**src/rtl/light_phase_timer_if.sv**
```systemverilog
// Signal bundle between the traffic-light phase timer and its neighbours.
// The master drives the count enable and pedestrian request; the slave (the timer) returns phase status.
interface light_phase_timer_if #(
  parameter int CNT_W = 4
) ();
  logic             enable;
  logic             ped_req;
  logic             advance;
  logic [1:0]       phase;
  logic [CNT_W-1:0] remaining;
  logic             ped_ack;

  modport master (
    output enable,
    output ped_req,
    input  advance,
    input  phase,
    input  remaining,
    input  ped_ack
  );

  modport slave (
    input  enable,
    input  ped_req,
    output advance,
    output phase,
    output remaining,
    output ped_ack
  );
endinterface

```
**src/rtl/light_phase_timer.sv**
```systemverilog
// Phase pacing for the RED/GREEN/YELLOW light FSM.
// Counts a per-phase dwell, strobes advance on the last cycle, and shortens GREEN after a pedestrian request.
module light_phase_timer #(
  parameter int RED_TICKS    = 8,
  parameter int GREEN_TICKS  = 6,
  parameter int YELLOW_TICKS = 2,
  parameter int CNT_W        = 4
) (
  input  logic                clock,
  input  logic                reset,
  light_phase_timer_if.slave  bus
);

  typedef enum logic [1:0] {
    PH_RED    = 2'd0,
    PH_GREEN  = 2'd1,
    PH_YELLOW = 2'd2,
    PH_BAD    = 2'd3
  } phase_e;

  localparam logic [CNT_W-1:0] RED_LOAD    = CNT_W'(RED_TICKS - 1);
  localparam logic [CNT_W-1:0] GREEN_LOAD  = CNT_W'(GREEN_TICKS - 1);
  localparam logic [CNT_W-1:0] YELLOW_LOAD = CNT_W'(YELLOW_TICKS - 1);
  localparam logic [CNT_W-1:0] CNT_ZERO    = CNT_W'(1'b0);
  localparam logic [CNT_W-1:0] CNT_ONE     = CNT_W'(1'b1);

  // Each dwell must be at least one cycle and TICKS-1 must fit the counter.
  if (RED_TICKS < 1 || RED_TICKS > (1 << CNT_W)) begin : g_bad_red
    $error("light_phase_timer: RED_TICKS out of range for CNT_W");
  end
  if (GREEN_TICKS < 1 || GREEN_TICKS > (1 << CNT_W)) begin : g_bad_green
    $error("light_phase_timer: GREEN_TICKS out of range for CNT_W");
  end
  if (YELLOW_TICKS < 1 || YELLOW_TICKS > (1 << CNT_W)) begin : g_bad_yellow
    $error("light_phase_timer: YELLOW_TICKS out of range for CNT_W");
  end

  phase_e           phase_r;
  phase_e           phase_nx_s;
  logic [CNT_W-1:0] rem_r;
  logic [CNT_W-1:0] rem_nx_s;
  logic             pend_r;
  logic             pend_nx_s;
  logic             ack_r;
  logic             ack_nx_s;

  // Next phase/count, pedestrian latch and acknowledge strobe.
  always_comb begin
    phase_nx_s = phase_r;
    rem_nx_s   = rem_r;
    pend_nx_s  = pend_r | bus.ped_req;
    ack_nx_s   = 1'b0;
    if (bus.enable) begin
      case (phase_r)
        PH_RED: begin
          if (rem_r == CNT_ZERO) begin
            phase_nx_s = PH_GREEN;
            rem_nx_s   = GREEN_LOAD;
          end else begin
            rem_nx_s = rem_r - CNT_ONE;
          end
        end
        PH_GREEN: begin
          if (rem_r == CNT_ZERO) begin
            phase_nx_s = PH_YELLOW;
            rem_nx_s   = YELLOW_LOAD;
          end else if (pend_r && (rem_r > CNT_ONE)) begin
            rem_nx_s = CNT_ONE;
          end else begin
            rem_nx_s = rem_r - CNT_ONE;
          end
        end
        PH_YELLOW: begin
          if (rem_r == CNT_ZERO) begin
            phase_nx_s = PH_RED;
            rem_nx_s   = RED_LOAD;
            ack_nx_s   = pend_r;
            // A request on the serving edge itself starts a new pending request.
            pend_nx_s  = bus.ped_req;
          end else begin
            rem_nx_s = rem_r - CNT_ONE;
          end
        end
        default: begin
          phase_nx_s = PH_RED;
          rem_nx_s   = RED_LOAD;
        end
      endcase
    end else begin
      phase_nx_s = phase_r;
      rem_nx_s   = rem_r;
    end
  end

  // State registers with synchronous reset.
  always_ff @(posedge clock) begin
    if (reset) begin
      phase_r <= PH_RED;
      rem_r   <= RED_LOAD;
      pend_r  <= 1'b0;
      ack_r   <= 1'b0;
    end else begin
      phase_r <= phase_nx_s;
      rem_r   <= rem_nx_s;
      pend_r  <= pend_nx_s;
      ack_r   <= ack_nx_s;
    end
  end

  assign bus.phase     = phase_r;
  assign bus.remaining = rem_r;
  assign bus.ped_ack   = ack_r;
  assign bus.advance   = bus.enable & (rem_r == CNT_ZERO) & (phase_r != PH_BAD);

endmodule

```
**src/flat_wrapper.sv**
```systemverilog
// flat-port wrapper written by rule: the top's interface ports become plain ports
module light_phase_timer_flat 
#(
  parameter int RED_TICKS    = 8,
  parameter int GREEN_TICKS  = 6,
  parameter int YELLOW_TICKS = 2,
  parameter int CNT_W        = 4
)
  (clock, reset, bus_enable, bus_ped_req, bus_advance, bus_phase, bus_remaining, bus_ped_ack);
  light_phase_timer_if #(.CNT_W(CNT_W)) bus_i ();
  input  logic clock;
  input  logic reset;
  input wire logic [$bits(bus_i.enable)-1:0] bus_enable;
  input wire logic [$bits(bus_i.ped_req)-1:0] bus_ped_req;
  output wire logic [$bits(bus_i.advance)-1:0] bus_advance;
  output wire logic [$bits(bus_i.phase)-1:0] bus_phase;
  output wire logic [$bits(bus_i.remaining)-1:0] bus_remaining;
  output wire logic [$bits(bus_i.ped_ack)-1:0] bus_ped_ack;
  assign bus_i.enable = bus_enable;
  assign bus_i.ped_req = bus_ped_req;
  assign bus_advance = bus_i.advance;
  assign bus_phase = bus_i.phase;
  assign bus_remaining = bus_i.remaining;
  assign bus_ped_ack = bus_i.ped_ack;
  light_phase_timer #(.RED_TICKS(RED_TICKS), .GREEN_TICKS(GREEN_TICKS), .YELLOW_TICKS(YELLOW_TICKS), .CNT_W(CNT_W)) u_core (.clock(clock), .reset(reset), .bus(bus_i));
endmodule
```
**config.mk**
```make
export PLATFORM = sky130hd
export DESIGN_NAME = light_phase_timer_flat
export DESIGN_NICKNAME = d
export VERILOG_FILES = /design/src/rtl/light_phase_timer_if.sv /design/src/rtl/light_phase_timer.sv /design/src/flat_wrapper.sv
export SDC_FILE = /design/constraint.sdc
export NUM_CORES = 1
export LEC_CHECK = 0
export BUFFER_PORTS_ARGS = -buffer_cell sky130_fd_sc_hd__buf_2
export CAP_MARGIN = 20
export CORE_AREA = 2 2 39 41
export DETAILED_ROUTE_END_ITERATION = 10
export DIE_AREA = 0 0 41 43
export PLACE_DENSITY = 0.6
export SYNTH_ARGS = -nofsm -noshare
export SYNTH_HDL_FRONTEND = slang
export SYNTH_SLANG_ARGS = --single-unit
```
**constraint.sdc**
```tcl
create_clock -name clock -period 1.8 [get_ports clock]
set_input_delay 0.27 -clock clock [delete_from_list [all_inputs] [get_ports clock]]
set_output_delay 0.27 -clock clock [all_outputs]
set_load 0.02 [all_outputs]
```
Word level (Yosys, flattened, before mapping). Index checks and enable logic that the tools add are counted.

Add/sub/neg operators: 1. Order comparisons: 1. Equality and inequality tests: 6. Muxes and demuxes: 12. Bitwise logic cells: 6. Reduce and logical (&&, ||, !) cells: 5.

Operator list (count): $mux W4 (4); $pmux W4 S3 (1); $mux W2 (3); $ne A2 B1 Y1 const B (3); $pmux W2 S3 (1); $gt A4 B1 Y1 const B (1); $logic_not A4 Y1 (1); $reduce_and A4 Y1 (1); $reduce_or A4 Y1 (1); $sub A4 B1 Y4 const B (1); $mux W1 (3); $not A1 Y1 (3); $and A1 B1 Y1 (2); $eq A2 B1 Y1 const B (1); $eq A2 B2 Y1 const B (1); $logic_not A2 Y1 (1); $ne A2 B2 Y1 const B (1); $logic_and A1 B1 Y1 (1); $or A1 B1 Y1 (1).

Register bits after elaboration: 8. Output and inout bits: 8.

Logic depth before layout (Yosys ltp). Gate-level depths: netlist of run 1.

Depth after elaboration: 5. Gate-level depth with buffers: 6. Mapped depth without buffers: 6.

Least setup slack after synthesis of run 1. No wires, ideal clock.

Path type: register -> register. From: reg u_core.rem_r[0], in the netlist u_core.bus.remaining[0]. To: reg u_core.rem_r[3], in the netlist u_core.bus.remaining[3]. Library setup time: 0.092 ns. Arrival time: 1.433 ns. Slack: 0.275 ns. Cell stages (with the launch flop): 6. Path buffers: 0. Period minus slack after synthesis: 1.525 ns. Path through: dfxtp_1 inv_1 ha_1 nor3b_2 a2111o_1 o32ai_1.

Longest elaborated chain between the ends: 5. Elaborated cells between the ends (all ways): 9. Those cells by class: add/sub: 1; order compare: 1; mux: 5; reduce/logical: 2.

Ends and longest elaborated chain: start, declared (line light_phase_timer.sv:40) `logic [CNT_W-1:0] rem_r;`; start signal, assigned (line light_phase_timer.sv:104) `rem_r <= rem_nx_s;`; $gt A4 B1 Y1 (line light_phase_timer.sv:67) `end else if (pend_r && (rem_r > CNT_ONE)) begin`; $logic_and A1 B1 Y1 (line light_phase_timer.sv:67); $mux W4 (line light_phase_timer.sv:67); $mux W4 (line light_phase_timer.sv:64) `if (rem_r == CNT_ZERO) begin`; $pmux W4 S3 * (line light_phase_timer.sv:54) `case (phase_r)`.

Every way passes the cells marked *; elsewhere a longest branch is shown, timed or not. A chain may end at the register's enable or synchronous reset.

Final worst setup path of run 1.
From: reg u_core.rem_r[0], in the netlist u_core.bus.remaining[0]. To: out bus_advance.

Longest elaborated chain between the ends: 3.

Ends and longest elaborated chain: $logic_not A4 Y1 (line light_phase_timer.sv:113) `assign bus.advance = bus.enable & (rem_r == CNT_ZERO) & (phase_r != PH_BAD);`; $and A1 B1 Y1 (2 in a row) (line light_phase_timer.sv:113); end, declared (line flat_wrapper.sv:15) `output wire logic [$bits(bus_i.advance)-1:0] bus_advance;`.

Every way passes these cells.

==> results.cfg, run 1 <==
[outcome]
status = finished, final reports clean

[global_route]
gr-total-overflow = 0
grt_max_degree = 14
grt_usage = 0.159
grt_pass1_wl_mm = 1.81
antenna_found_initial = 0
grt_pass1_vias = 401

[sta]
max_slew.worst_pin.slew_ns = 0.373
rsz0062_at_grt = no
fin_tns_setup_ns = 0
slew_headroom = 0.750
min_period_ns = 1.61
setup_viol = 0
holdWs_ns = 0.221
hold_viol = 0
period_share = 0.897
finClkSkew_ns = 0.00824
drv_slew = 0
fmax_ghz = 0.619
final_critical_path_setup_slack_ns = 0.185

[floorplanning]
core_sq_um = 1380
die_x_um = 41
die_y_um = 43
pin_count = 12
std_cell_rows = 14
start_util = 0.349
design.die.area_sq_um = 1760

[power_and_ir_drop]
comb_power_share = 0.112
switching_share = 0.249
powerDensity_nw_per_um2 = 657
clkPwrFrac = 0.376
power_frac_seq = 0.512
power.leakage_nw = 0.231
power.switching_mw = 0.0918
ir_drop_mv = 0.316
internal_power_mw = 0.277
total_power_mw = 0.368

[clocking]
post-cts-setup-buffers = 0
root_buffer = clkbuf_4
clkTransAtPathRegs_ns = 0.06
cts_sinks = 8
cts_buffers = 3
cts_hold_buf = 0
cts-resized-gates = 0
ctsLongestPathBuffers = 2
tritoncts = done
cts_max_level = 1
insertion_delay_ns = 0.26

[routing]
first_iter_violations = 6
wire_per_inst_um = 12.4
ant_nets = 0
routed_wl_um = 992
via_per_inst = 5.54
vias = 443
drt_pass1_iterations = 4
route.detailed.drc = 0

[synthesis]
yosys-top-cells-count = 8 x dfxtp_1, 4 x a21oi_1, 4 x inv_1, 4 x o21ai_1
synth_area_leaders = dfxtp_1 33%, nand4bb_4 5.7%, ha_1 5.2%
synth.most_common_cell = dfxtp_1
synth_nets = 60
synthCells = 54
synth_area_leader_cell = dfxtp_1
async_reset_ff_frac = 0
ys_seq_area_frac = 0.332
syn_avg_cell_area_sq_um = 8.94
synth_top_flop_cell = dfxtp_1
synth_edf_count = 0
synth.top_cell.area_share = 0.332
synth-seq-cells = 8
synth_warnings = 0
syn_area_sq_um = 483
yosysUniqueCellTypes = 26

[place]
preCtsSetupSlack_ns = 0.284
dp.cells = 77
port_buffers = 11
placed_cell_area_sq_um = 538
gp_congestion = 0.754

[worst_setup_path]
max_stage_delay_ns = 0.35
cp_data_arrival_time_ns = 1.34
crit_path_cell_trace = inv_1 > ha_1 > nand4bb_4 > a21oi_1 > buf_2
cp-start-kind = register
worstPathRequired_ns = 1.53
cp_max_fo = 6
cp_slowest_cell = dfxtp_1
critical_path_class = register to output pin
crit_family = flip-flops
cp-end-kind = output pin
crit_buf_inv = 2
r2r_setup_slack_ns = 0.29

[cells_and_area]
fin_nets = 72
final_util = 0.405
n_antenna_cell = 0
postLayoutCellArea_sq_um = 561
stdcell_count = 80
area.growth.synth_to_final_pct = 16.1
layout-drive-gt1-share = 0.297

[flow_run]
drv_cap = 0

[hold_path]
hold_path_class = input port to register
==> area by class of cell <==
cell class | instances | area (sq um)
fill | 150 | 823
multi-input combinational | 38 | 288
sequential | 8 | 160
timing repair buffer | 11 | 55.1
clock buffer | 3 | 22.5
tap | 16 | 20.0
inverter | 4 | 15.0
==> worst min-delay path, stage by stage <==
cell     delay, ns
buf_2         0.08
a21oi_2       0.03
nor2_1        0.06
==> power by group through the flow <==
| stage | clock [mW] | sequential [mW] | combinational [mW] |
|---|---|---|---|
| 3_5_place_dp | 0 | 0.192 | 0.0415 |
| 4_1_cts | 0.148 | 0.188 | 0.0421 |
| 3_3_place_gp | 0 | 0.192 | 0.0411 |
| 6_report | 0.139 | 0.188 | 0.0414 |
| 5_1_grt | 0.157 | 0.189 | 0.0470 |
| 2_1_floorplan | 0 | 0.196 | 0.0251 |
==> path summary, 6_finish.rpt <==
check,to,cells after the start,startpoint
min reg2reg,u_core.bus.ped_ack$_SDFF_PP0_,1,u_core.pend_r$_SDFF_PP0_
max reg2reg,u_core.pend_r$_SDFF_PP0_,6,u_core.bus.remaining[0]$_SDFFE_PP1P_
min,u_core.pend_r$_SDFF_PP0_,3,bus_ped_req
max,bus_advance,5,u_core.bus.remaining[0]$_SDFFE_PP1P_
==> registers in the layout, indices dropped and copies added (netlist names) <==
| signal | count |
|---|---|
| u_core.pend_r | 1 |
| u_core.bus.phase | 2 |
| u_core.bus.remaining | 4 |
| u_core.bus.ped_ack | 1 |
==> cell families after synthesis <==
| kind of cell | Yosys count | share of synthesized area |
|---|---|---|
| adder cells (fa/ha/maj) | 2 | 0.0518 |
| buffers and inverters | 8 | 0.0725 |
| AND/OR/NAND/NOR | 19 | 0.295 |
| AO/OA/AOI/OAI | 17 | 0.249 |
| flip-flops | 8 | 0.332 |
==> layout by cell type, fill, tap and decap left out, drive strengths merged <==
cell type	instances
ha	2
nand4bb	1
nor3	3
buf	11
clkbuf	3
a2111o	1
o32a	1
nand3	2
a211o	1
a32o	1
dfxtp	8
o32ai	2
o21ai	4
nor3b	2
a21oi	5
o21a	1
nand2	3
nand2b	3
nand3b	1
nor2	2
inv	4
or3b	2
a31oi	1
==> metal layers <==
| layer | track usage | routed length [um] | vias to the layer above |
|---|---|---|---|
| met5 | 0 | 0 | - |
| met4 | 0.120 | 25 | 0 |
| met3 | 0.0628 | 35 | 4 |
| met2 | 0.219 | 522 | 9 |
| met1 | 0.187 | 409 | 210 |
| li1 | - | - | 220 |
(Power assumes the default switching activity.)
==> run 2, diff against run 1 <==
--- a/config.mk
+++ b/config.mk
@@ -10,7 +10,7 @@
 export CORE_AREA = 2 2 39 41
 export DETAILED_ROUTE_END_ITERATION = 10
 export DIE_AREA = 0 0 41 43
-export PLACE_DENSITY = 0.6
+export PLACE_DENSITY = 0.62
 export SYNTH_ARGS = -nofsm -noshare
 export SYNTH_HDL_FRONTEND = slang
 export SYNTH_SLANG_ARGS = --single-unit
==> constraint.sdc (replaced) <==
create_clock -name clock -period 1.4 [get_ports clock]
set_input_delay 0.21 -clock clock [delete_from_list [all_inputs] [get_ports clock]]
set_output_delay 0.21 -clock clock [all_outputs]
set_load 0.02 [all_outputs]
==> results.cfg, run 2 (synthesis results as in run 1) <==
[outcome]
status = complete, but fails checks
violations = negative setup slack

[floorplanning]
design.die.area_sq_um = 1760
die_x_um = 41
std_cell_rows = 14
core_sq_um = 1380
pin_count = 12
start_util = 0.349
die_y_um = 43

[routing]
routed_wl_mm = 1.11
drt_pass1_iterations = 4
first_iter_violations = 6
vias = 475
via_per_inst = 5.28
route.detailed.drc = 0
ant_nets = 0
wire_per_inst_um = 12.3

[worst_setup_path]
crit_buf_inv = 3
worstPathRequired_ns = 1.19
crit_path_cell_trace = inv_2 > ha_4 > nand4bb_4 > buf_6 > a21oi_4 > buf_6
cp_data_arrival_time_ns = 1.28
cp_slowest_cell = dfxtp_2
worstReg2RegStart = u_core.bus.remaining[1]$_SDFFE_PP1P_
r2r_setup_slack_ns = -0.06
reg2reg_depth = 7
crit_family = buffers and inverters
critical_path_class = register to output pin
max_stage_delay_ns = 0.32
cp_max_fo = 2
timing.critical_path.mode_cell = buf_6
cp-start-kind = register
r2r_end = u_core.bus.remaining[1]$_SDFFE_PP1P_
cp-end-kind = output pin

[cells_and_area]
layout-drive-gt1-share = 0.486
largest_register_ffs = 4
postLayoutCellArea_sq_um = 679
n_antenna_cell = 0
final_common_cell = buf_2
final_cell_mix = 10 x buf_2, 8 x buf_4, 5 x dfxtp_1
area.growth.synth_to_final_pct = 40.7
fin_nets = 81
fillers = 137

[flow_run]
drv_cap = 0

[clocking]
cts_sinks = 8
cts_buffers = 3
cts_hold_buf = 0
root_buffer = clkbuf_4
tritoncts = done
insertion_delay_ns = 0.27
ctsLongestPathBuffers = 2
clkTransAtPathRegs_ns = 0.06
cts_max_level = 1

[power_and_ir_drop]
ir_drop_mv = 0.316
power.leakage_nw = 0.274
powerDensity_nw_per_um2 = 755

[global_route]
grt_pass1_wl_mm = 1.70
grt_pass1_vias = 413
grt_usage = 0.147
gr-total-overflow = 0
antenna_found_initial = 0
grt_max_degree = 12

[hold_path]
whs_endpoint = u_core.pend_r$_SDFF_PP0_
hold_depth = 3
hold_path_class = input port to register
worstHoldStart = bus_ped_req

[sta]
fmax_ghz = 0.669
holdWs_ns = 0.163
finClkSkew_ns = 0.0114
max_slew.worst_pin.slew_ns = 0.396
rsz0062_at_grt = yes
period_share = 1.07
hold_viol = 0
final_critical_path_setup_slack_ns = -0.0948
setup_viol = 4
min_period_ns = 1.49
slew_headroom = 0.735
drv_slew = 0

[place]
preCtsSetupSlack_ns = 0.0220
hpwlAfterDp_um = 820
gp_congestion = 0.779
placed_cell_area_sq_um = 601
port_buffers = 11
==> run 2: cell types whose count changed in the layout (fill, tap and decap cells not counted), moves of 2 or more <==
| cell | change |
|---|---|
| dfxtp_1 | -3 |
| buf_6 | +2 |
| inv_1 | -2 |
| inv_2 | +2 |
| buf_4 | +8 |
| dfxtp_2 | +2 |
==> run 2: cell type report <==
cell class,count,area [sq um],area share
Clock buffer,4,26.3,0.0387
Tap cell,16,20.0,0.0295
Inverter,4,15.0,0.0221
Sequential cell,8,166,0.245
Timing Repair Buffer,20,133,0.195
Multi-Input combinational cell,38,319,0.470
==> run 2: tightest hold or removal path, delay by kind of cell <==
family	cells	cell delay, ns
compound gates	1	0.03
buf+inv	1	0.08
simple gates	1	0.06
==> run 2: timing repair <==
item / in CTS / in global routing
pin swaps: 3 / 2
setup endpoints to repair: 1 / 7
setup buffers: 3 / 0
resized for setup: 3 / 4
==> run 2: per-layer routing <==
| layer | GRT usage | wire [um] |
|---|---|---|
| met4 | 0.120 | 11 |
| met3 | 0.0157 | 29 |
| met2 | 0.206 | 564 |
| met5 | 0 | 0 |
| met1 | 0.191 | 503 |
==> run 2: stage by stage <==
stage          TNS [ns]  power, mW   util  cells
2_1_floorplan         0      0.290      -     54
3_3_place_gp          0      0.315  0.434     83
3_5_place_dp          0      0.314  0.434     83
4_1_cts          -0.198      0.519  0.476     90
5_1_grt          -0.578      0.535  0.491     90
6_report         -0.213      0.513  0.491     90
==> run 2: how the worst max path moves through the flow <==
stage,start,to,slack [ns],cells after the start
floorplan,u_core.bus.remaining[0]$_SDFFE_PP1P_,u_core.pend_r$_SDFF_PP0_,0.002,6
global placement,u_core.bus.remaining[0]$_SDFFE_PP1P_,u_core.pend_r$_SDFF_PP0_,0.06,6
detailed placement,u_core.bus.remaining[0]$_SDFFE_PP1P_,u_core.pend_r$_SDFF_PP0_,0.02,6
CTS,u_core.bus.remaining[1]$_SDFFE_PP1P_,bus_advance,-0.11,6
global route,u_core.bus.remaining[1]$_SDFFE_PP1P_,bus_advance,-0.15,6
finish,u_core.bus.remaining[1]$_SDFFE_PP1P_,bus_advance,-0.09,6
==> run 2: power by group <==
part | internal [mW] | switching (mW)
clock | 0.110 | 0.0885
combinational | 0.0359 | 0.0386
sequential | 0.235 | 0.00588
total | 0.380 | 0.133
